[config.mk]
export PLATFORM = sky130hd
export DESIGN_NAME = nibble_serial_add_ctrl
export DESIGN_NICKNAME = d
export VERILOG_FILES = /design/src/rtl/nibble_serial_add_ctrl_pkg.sv /design/src/rtl/nibble_serial_add_ctrl_shreg.sv /design/src/rtl/nibble_serial_add_ctrl.sv
export SDC_FILE = /design/constraint.sdc
export NUM_CORES = 1
export LEC_CHECK = 0
export ABC_AREA = 0
export CAP_MARGIN = 0
export CORE_MARGIN = 2
export CORE_UTILIZATION = 55
export CTS_CLUSTER_DIAMETER = 30
export DETAILED_ROUTE_END_ITERATION = 8
export DONT_BUFFER_PORTS = 1
export GPL_TIMING_DRIVEN = 0
export PLACE_DENSITY = 0.81
export SETUP_SLACK_MARGIN = 0.5
export SLEW_MARGIN = 20
export SYNTH_ARGS = -nofsm -noshare
export SYNTH_HDL_FRONTEND = slang
export SYNTH_SLANG_ARGS = --single-unit
export TNS_END_PERCENT = 10
[constraint.sdc]
create_clock -name clk -period 1.6 [get_ports clk]
set_input_delay 0.16 -clock clk [delete_from_list [all_inputs] [get_ports clk]]
set_output_delay 0.16 -clock clk [all_outputs]
set_load 0.005 [all_outputs]
[src/rtl/nibble_serial_add_ctrl_pkg.sv]
// Shared definitions for the nibble-serial adder sequencer: nibble width,
// FSM state encoding and the signed-overflow helper.
package nibble_serial_add_ctrl_pkg;

    localparam int NIBBLE_W = 4;

    typedef enum logic [1:0] {
        ST_IDLE = 2'd0,
        ST_RUN  = 2'd1,
        ST_DONE = 2'd2
    } state_t;

    // Two's-complement overflow: operands agree in sign, sum disagrees.
    function automatic logic signed_ovf(input logic a_msb,
                                        input logic b_msb,
                                        input logic s_msb);
        return (a_msb == b_msb) && (s_msb != a_msb);
    endfunction

endpackage

[src/rtl/nibble_serial_add_ctrl_shreg.sv]
// nsa_shreg: W-bit register with parallel load and a 4-bit right shift.
// The serial nibble enters at the top.
module nsa_shreg
    import nibble_serial_add_ctrl_pkg::*;
#(
    parameter int W = 16
) (
    input  logic                clk,
    input  logic                rst,
    input  logic                load,
    input  logic [W-1:0]        load_val,
    input  logic                shift,
    input  logic [NIBBLE_W-1:0] nib_in,
    output logic [W-1:0]        q
);

    // Load has priority over shift; otherwise hold.
    always_ff @(posedge clk) begin
        if (rst) begin
            q <= '0;
        end else if (load) begin
            q <= load_val;
        end else if (shift) begin
            q <= {nib_in, q[W-1:NIBBLE_W]};
        end else begin
            q <= q;
        end
    end

endmodule

[src/rtl/nibble_serial_add_ctrl.sv]
// nibble_serial_add_ctrl: feeds wide operands to an external 4-bit adder one
// nibble per clock (LSB first), chains the carry and gathers a registered sum.
// Optional feature macro: NSA_OVERFLOW_EN adds the res_ovf output.
module nibble_serial_add_ctrl
    import nibble_serial_add_ctrl_pkg::*;
#(
    parameter int NIBBLES = 4
) (
    input  logic                          clk,
    input  logic                          rst,
    input  logic                          in_valid,
    output logic                          in_ready,
    input  logic [NIBBLE_W*NIBBLES-1:0]   op_a,
    input  logic [NIBBLE_W*NIBBLES-1:0]   op_b,
    input  logic                          op_cin,
    output logic [NIBBLE_W-1:0]           add_a,
    output logic [NIBBLE_W-1:0]           add_b,
    output logic                          add_cin,
    input  logic [NIBBLE_W-1:0]           add_sum,
    input  logic                          add_cout,
    output logic                          res_valid,
    input  logic                          res_ready,
    output logic [NIBBLE_W*NIBBLES-1:0]   result,
    output logic                          res_cout
`ifdef NSA_OVERFLOW_EN
    ,
    output logic                          res_ovf
`endif
);

    localparam int W     = NIBBLE_W * NIBBLES;
    localparam int IDX_W = $clog2(NIBBLES);

    state_t             state_r;
    state_t             state_s;
    logic [IDX_W-1:0]   idx_r;
    logic               carry_r;
    logic [W-1:0]       a_q_s;
    logic [W-1:0]       b_q_s;
    logic [W-1:0]       acc_q_s;
    logic               accept_s;
    logic               run_s;
    logic               last_s;

    assign run_s    = (state_r == ST_RUN);
    assign accept_s = in_valid && (state_r == ST_IDLE);
    assign last_s   = run_s && (idx_r == IDX_W'(NIBBLES - 1));

    // Only the low nibbles of the operand registers and the upper nibbles of
    // the accumulator are observed directly; fold the rest away.
    logic unused_bits_s;
    assign unused_bits_s = ^{a_q_s[W-1:NIBBLE_W], b_q_s[W-1:NIBBLE_W],
                             acc_q_s[NIBBLE_W-1:0]};

    nsa_shreg #(.W(W)) u_sh_a (
        .clk      (clk),
        .rst      (rst),
        .load     (accept_s),
        .load_val (op_a),
        .shift    (run_s),
        .nib_in   (4'b0000),
        .q        (a_q_s)
    );

    nsa_shreg #(.W(W)) u_sh_b (
        .clk      (clk),
        .rst      (rst),
        .load     (accept_s),
        .load_val (op_b),
        .shift    (run_s),
        .nib_in   (4'b0000),
        .q        (b_q_s)
    );

    nsa_shreg #(.W(W)) u_sh_acc (
        .clk      (clk),
        .rst      (rst),
        .load     (accept_s),
        .load_val ({W{1'b0}}),
        .shift    (run_s),
        .nib_in   (add_sum),
        .q        (acc_q_s)
    );

    // FSM state register.
    always_ff @(posedge clk) begin
        if (rst) begin
            state_r <= ST_IDLE;
        end else begin
            state_r <= state_s;
        end
    end

    // Next-state logic and handshake/adder outputs.
    always_comb begin
        state_s   = state_r;
        in_ready  = 1'b0;
        res_valid = 1'b0;
        add_a     = 4'b0000;
        add_b     = 4'b0000;
        add_cin   = 1'b0;
        case (state_r)
            ST_IDLE: begin
                in_ready = 1'b1;
                if (in_valid) begin
                    state_s = ST_RUN;
                end else begin
                    state_s = ST_IDLE;
                end
            end
            ST_RUN: begin
                add_a   = a_q_s[NIBBLE_W-1:0];
                add_b   = b_q_s[NIBBLE_W-1:0];
                add_cin = carry_r;
                if (last_s) begin
                    state_s = ST_DONE;
                end else begin
                    state_s = ST_RUN;
                end
            end
            ST_DONE: begin
                res_valid = 1'b1;
                if (res_ready) begin
                    state_s = ST_IDLE;
                end else begin
                    state_s = ST_DONE;
                end
            end
            default: begin
                state_s = ST_IDLE;
            end
        endcase
    end

    // Nibble index and inter-nibble carry.
    always_ff @(posedge clk) begin
        if (rst) begin
            idx_r   <= '0;
            carry_r <= 1'b0;
        end else if (accept_s) begin
            idx_r   <= '0;
            carry_r <= op_cin;
        end else if (run_s) begin
            idx_r   <= idx_r + IDX_W'(1);
            carry_r <= add_cout;
        end else begin
            idx_r   <= idx_r;
            carry_r <= carry_r;
        end
    end

    // Result capture on the final nibble so no partial sum is ever visible.
    always_ff @(posedge clk) begin
        if (rst) begin
            result   <= '0;
            res_cout <= 1'b0;
        end else if (last_s) begin
            result   <= {add_sum, acc_q_s[W-1:NIBBLE_W]};
            res_cout <= add_cout;
        end else begin
            result   <= result;
            res_cout <= res_cout;
        end
    end

`ifdef NSA_OVERFLOW_EN
    // Signed overflow from the top operand nibbles and the top sum bit.
    always_ff @(posedge clk) begin
        if (rst) begin
            res_ovf <= 1'b0;
        end else if (last_s) begin
            res_ovf <= signed_ovf(a_q_s[NIBBLE_W-1], b_q_s[NIBBLE_W-1],
                                  add_sum[NIBBLE_W-1]);
        end else begin
            res_ovf <= res_ovf;
        end
    end
`endif

endmodule
==> flow_metrics.tcl, run 1 <==
set metrics [dict create \
    status "completed" \
    cts_tree "built" \
    p_leak_nw 1.25 \
    max_freq_mhz 655 \
    synth_warnings 0 \
    rsz0062_at_grt "yes" \
    netlist_top_cells_count "nand2_1, dfxtp_1, a21oi_1" \
    nets 425 \
    clockBufferDepth 2 \
    fin_crit_sh_pct 95.5 \
    layout_min_cycle_time_ps 1530 \
    yosysTopAreaCellShare_pct 46.1 \
    grt_start_max_net_pins 11 \
    fillers 435 \
    hold_viol 0 \
    diodes 0 \
    whs_ps 2.53 \
    ir_worst_vdd_mv 0.564 \
    ant_nets 0 \
    crit_path_max_fanout 5 \
    gp_congestion 0.793 \
    core_region_area_um2 5070 \
    critPathKind "flip-flop to output pin" \
    overflow 0 \
    tns_ps 0 \
    path_clk_slew_ps 70 \
    synth_sequential_area_ratio_pct 46.1 \
    crit_arrival_ps 1370 \
    timing.rr.start "state_r[1]" \
    fp.dieW_um 76.2 \
    synth_cell_types 28 \
    ys_top_cells_by_area "dfxtp_1, a21oi_1, nand2_1" \
    initial_core_util_pct 56.4 \
    p_per_area_nw_per_um2 1020 \
    synth.avg_cell_area_um2 8.25 \
    yosysMostFrequentCell "nand2_1" \
    cts_root_buf "clkbuf_8" \
    hp-class "input pin to flip-flop" \
    worstSetupStartpoint "state_r[1]" \
    vias_per_cell 5.32 \
    grt_pass1_wl_um 11000 \
    cp-end-kind "output pin" \
    drt_iter0_drc 95 \
    synth_area_leader_cell "dfxtp_1" \
    synth_edf_count 0 \
    grtUsageTotal_pct 23.5 \
    slew_viol_final 0 \
    maxCapViolCount 0 \
    die_y_um 76.2 \
    first_pass_iters 4 \
    critPathRequiredTime_ps 1440 \
    layout-drive-gt1-share_pct 25.6 \
    synth_seq_cells 66 \
    drc 0 \
    grt_pass1_vias 2354 \
    postSynth.asyncResetShare_pct 0 \
    clock_skew_ps 6.20 \
    vias 2426 \
    hold_path_startpoint "op_b[7]" \
    die_area_um2 5800 \
    antenna_found_initial 0 \
    io_buffers 0 \
    clock_sinks 66 \
    hpwl_um 4390 \
    area_growth_pct 21.0 \
    routed_wl_um 6620 \
    synthFlopType "dfxtp_1" \
    std_cell_rows 26 \
    startpoint_type "flip-flop" \
    slew_headroom_pct 55.7 \
    clk_latency_ps 340 \
    boundaryPins 70 \
    setup_violations 0 \
    syn_inst 347 \
    cts_max_level 3 \
    tightest_slew_ps 664 \
    cts_made_buffers 9 \
    power.total_mw 3.52 \
    synth_area_um2 2860 \
    synth_nets 390 \
    routedWlPerCell_um 14.5 \
]
final cells by class:
class                           instances  area [um2]  share of cell area, %
Buffer                                 30         229                   6.61
Clock buffer                           12         155                   4.48
Clock inverter                          3        15.0                  0.433
Multi-Input combinational cell        251        1420                   40.9
Sequential cell                        66        1320                   38.2
Tap cell                               70        87.6                   2.53
Timing Repair Buffer                   24         238                   6.86
critical path: stages, from the launching register on:
cell and delay, ps:
dfxtp_2 330, buf_6 110, and2b_1 200, buf_6 130, clkbuf_16 140, and2_4 130
cells in the final DEF (no fill, tap or decap), types with 5 or more instances in the layout:
cell type and count:
or3b_1 5, and2_4 9, dfxtp_1 64, dlygate4sd3_1 16, nand2_1 82, nand2b_1 13
nor2_1 16, nor2_2 12, a21oi_2 7, buf_2 6, buf_6 8, clkbuf_1 8
or3b_2 7, buf_4 14, clkbuf_8 11, a21oi_1 57, a211oi_2 12, nand3_1 8
nor3_1 11
per-stage QoR:
step	setup WS [ps]	instances	cell area (um2)	utilization [%]
final	72.3	456	3470	68.3
after detailed placement	245	417	3020	59.5
after floorplan	384	347	2930	-
after global placement	291	417	3020	59.5
after CTS	71.4	453	3430	67.5
after global routing	18.7	456	3470	68.3
final timing paths:
check / end / slack, ps / depth (start not counted)
min: u_sh_b.q[7] / 3 / 2
max reg2reg: u_sh_a.q[6] / 140 / 7
max: add_a[1] / 70 / 5
min reg2reg: result[2] / 470 / 2
sequential cells by signal (all words and copies together) (netlist names):
| name | flops |
|---|---|
| carry_r | 1 |
| idx_r | 2 |
| res_cout | 1 |
| result | 16 |
| state_r | 2 |
| u_sh_a.q | 16 |
| u_sh_acc.q | 12 |
| u_sh_b.q | 16 |
kinds of logic after synthesis:
logic type                 Yosys count  share of synthesized area [%]
xor gates and xnor gates             1                          0.306
buffers and inverters               30                           6.95
AOI/OAI and AO/OA                   80                           17.6
adders and majority gates            1                          0.437
DFF                                 66                           46.1
and+or+nand+nor                    169                           28.6
layer usage:
layer | global-route usage (%) | share of wire [%]
met2 | 39.2 | 48
met3 | 6.28 | 5.3
met5 | 0 | 0
met1 | 29.0 | 45
met4 | 9.45 | 2.0
repair_timing:
action / CTS / global route
cloned: 0 / 1
pin swaps: 0 / 7
hold endpoints to repair: 20 / 0
resized for setup: 15 / 0
hold buffers: 16 / 0
setup endpoints to repair: 77 / 77
setup buffers: 5 / 2
where the power goes:
part	switching (mW)	total (mW)	leakage [nW]	internal [mW]
Combinational	0.265	0.514	0.621	0.249
Sequential	0.0446	1.77	0.540	1.73
Clock	0.603	1.23	0.0920	0.631
Total	0.912	3.52	1.25	2.61
Power figures use the tool's default switching activity.
==> run 2: changes to the inputs <==
--- a/config.mk
+++ b/config.mk
@@ -18,5 +18,6 @@
 export SLEW_MARGIN = 20
 export SYNTH_ARGS = -nofsm -noshare
 export SYNTH_HDL_FRONTEND = slang
+export SYNTH_HIERARCHICAL = 1
 export SYNTH_SLANG_ARGS = --single-unit
 export TNS_END_PERCENT = 10
==> run 2 against run 1 <==
  * Die area is 9.7% higher
  * Critical path depth rose by 2
  * Critical endpoint is now u_sh_a/q[10]
  * Non-clock buffer count increased by 5
  * Combinational power is 59% higher
==> flow_metrics.tcl, run 2 <==
set metrics [dict create \
    status "completed" \
    ant_nets 0 \
    fin_util_pct 76.3 \
    gp_congestion 0.738 \
    grt_pass1_vias 2338 \
    gr-usage-met3_pct 6.33 \
    slew_viol_final 0 \
    boundaryPins 70 \
    p_per_area_nw_per_um2 967 \
    std_cell_rows 27 \
    synth_warnings 6 \
    area_growth_pct 33.9 \
    drt_iter0_drc 90 \
    cts_tree "built" \
    die_area_um2 6360 \
    drc 0 \
    diodes 0 \
    max_freq_mhz 658 \
    dpl.cell_count 398 \
    synth_area_um2 3160 \
    timing.rr.start "state_r[0]" \
    hold_viol 0 \
    seqPwrFrac_pct 45.3 \
    io_buffers 0 \
    netSwitchingFraction_pct 26.0 \
    p_leak_nw 1.53 \
    routedWlPerCell_um 17.5 \
    core_region_area_um2 5540 \
    initial_core_util_pct 57.0 \
    cp-end-kind "flip-flop" \
    clockBufferDepth 2 \
    slew_headroom_pct 58.9 \
    grtUsageTotal_pct 23.3 \
    crit_path_max_fanout 6 \
    use_met1_pct 28.1 \
    p_comb_share_pct 20.0 \
    cts_made_buffers 9 \
    grt_start_max_net_pins 14 \
    grt_use_met2_pct 38.2 \
    power.total_mw 4.09 \
    vias_per_cell 5.32 \
    p_switching_mw 1.06 \
    hpwl_um 4540 \
    crit_arrival_ps 1730 \
    cts_max_level 3 \
    die_y_um 79.8 \
    min_path_cells 2 \
    p_int_mw 3.02 \
    p_clk_share_pct 34.7 \
    setup_violations 0 \
    maxCapViolCount 0 \
    fin_crit_sh_pct 94.9 \
    fillers 363 \
    whs_ps 10.8 \
    layout-drive-gt1-share_pct 36.3 \
    grt_pass1_wl_um 11200 \
    reg_top3 "result: 16 flops, u_sh_a/q: 16 flops, u_sh_b/q: 16 flops" \
    ff2ff_path_depth 7 \
    critPathRequiredTime_ps 1810 \
    hold_path_startpoint "op_a[12]" \
    tightest_slew_ps 616 \
    layout.cells.non_filler 449 \
    rsz0062_at_grt "yes" \
    final_common_cell "dfxtp_1" \
    grt.busiest_layer "met2" \
    holdPathEnd "u_sh_a/q[12]" \
    critPathKind "flip-flop to flip-flop" \
    clock_skew_ps 8.87 \
    startpoint_type "flip-flop" \
    clk_latency_ps 330 \
    fp.dieW_um 79.8 \
    hp-class "input pin to flip-flop" \
    layout_min_cycle_time_ps 1520 \
    overflow 0 \
    synth.avg_cell_area_um2 10.3 \
    path_clk_slew_ps 70 \
    antenna_found_initial 0 \
    clock_sinks 66 \
    cts_root_buf "clkbuf_8" \
    r2r_end "u_sh_a/q[10]" \
    first_pass_iters 4 \
    routed_wl_um 7860 \
    vias 2389 \
    nets 415 \
    ir_worst_vdd_mv 0.633 \
    layout_common_cells "dfxtp_1, nand2_1, mux2i_1" \
    syn_inst 307 \
    r2r_setup_slack_ps 80 \
]
run 2: final cells by class:
cell class                      instances  area [um2]  area share, %
Buffer                                 25         274           6.48
Clock buffer                           14         163           3.85
Clock inverter                          2        35.0          0.829
Inverter                                5        23.8          0.562
Multi-Input combinational cell        231        1930           45.6
Sequential cell                        66        1330           31.4
Tap cell                               72        90.1           2.13
Timing Repair Buffer                   34         387           9.15
run 2: worst max-delay path by stage:
stage | slack, ps | start | endpoint | cells after the start
after floorplan | 100 | state_r[0] | u_sh_a/q[10] | 4
after global placement | -310 | state_r[1] | u_sh_a/q[9] | 4
after detailed placement | -320 | state_r[1] | u_sh_a/q[9] | 4
after CTS | 110 | state_r[0] | u_sh_acc/q[7] | 7
after global routing | 50 | state_r[0] | u_sh_a/q[10] | 7
final | 80 | state_r[0] | u_sh_a/q[10] | 7
run 2: timing repair:
item,4_1_cts,5_1_grt
hold buffers,17,0
pin swaps,5,12
endpoints found under the setup margin,76,77
gates resized for setup,13,41
gates cloned,1,3
endpoints found under the hold margin,17,0
buffers inserted,10,4
run 2: critical path, cell delays in order (launching register included):
cell and delay, ps:
dfxtp_4 360, nor2b_4 150, buf_6 130, buf_12 120
buf_12 120, buf_12 130, mux2i_1 260, a211oi_2 120
run 2: stage by stage:
stage          worst slack, ps  setup TNS, ps  cell area, um2
4_1_cts                    114              0            3930
2_1_floorplan             99.2              0            3320
5_1_grt                   46.6              0            4230
3_3_place_gp              -308          -9870            3410
3_5_place_dp              -325         -10000            3410
6_report                  80.9              0            4230
run 2: power groups by stage:
stage | combinational [mW] | sequential [mW] | clock [mW]
4_1_cts | 0.667 | 1.83 | 1.44
5_1_grt | 0.869 | 1.86 | 1.53
2_1_floorplan | 0.495 | 1.84 | 0
6_report | 0.816 | 1.85 | 1.42
3_3_place_gp | 0.552 | 1.86 | 0
3_5_place_dp | 0.567 | 1.87 | 0
run 2: routing by layer:
layer,up-vias,share of wire [%]
li1,1184,-
met1,1125,42
met2,61,51
met3,19,5.0
met4,0,2.7
met5,-,0
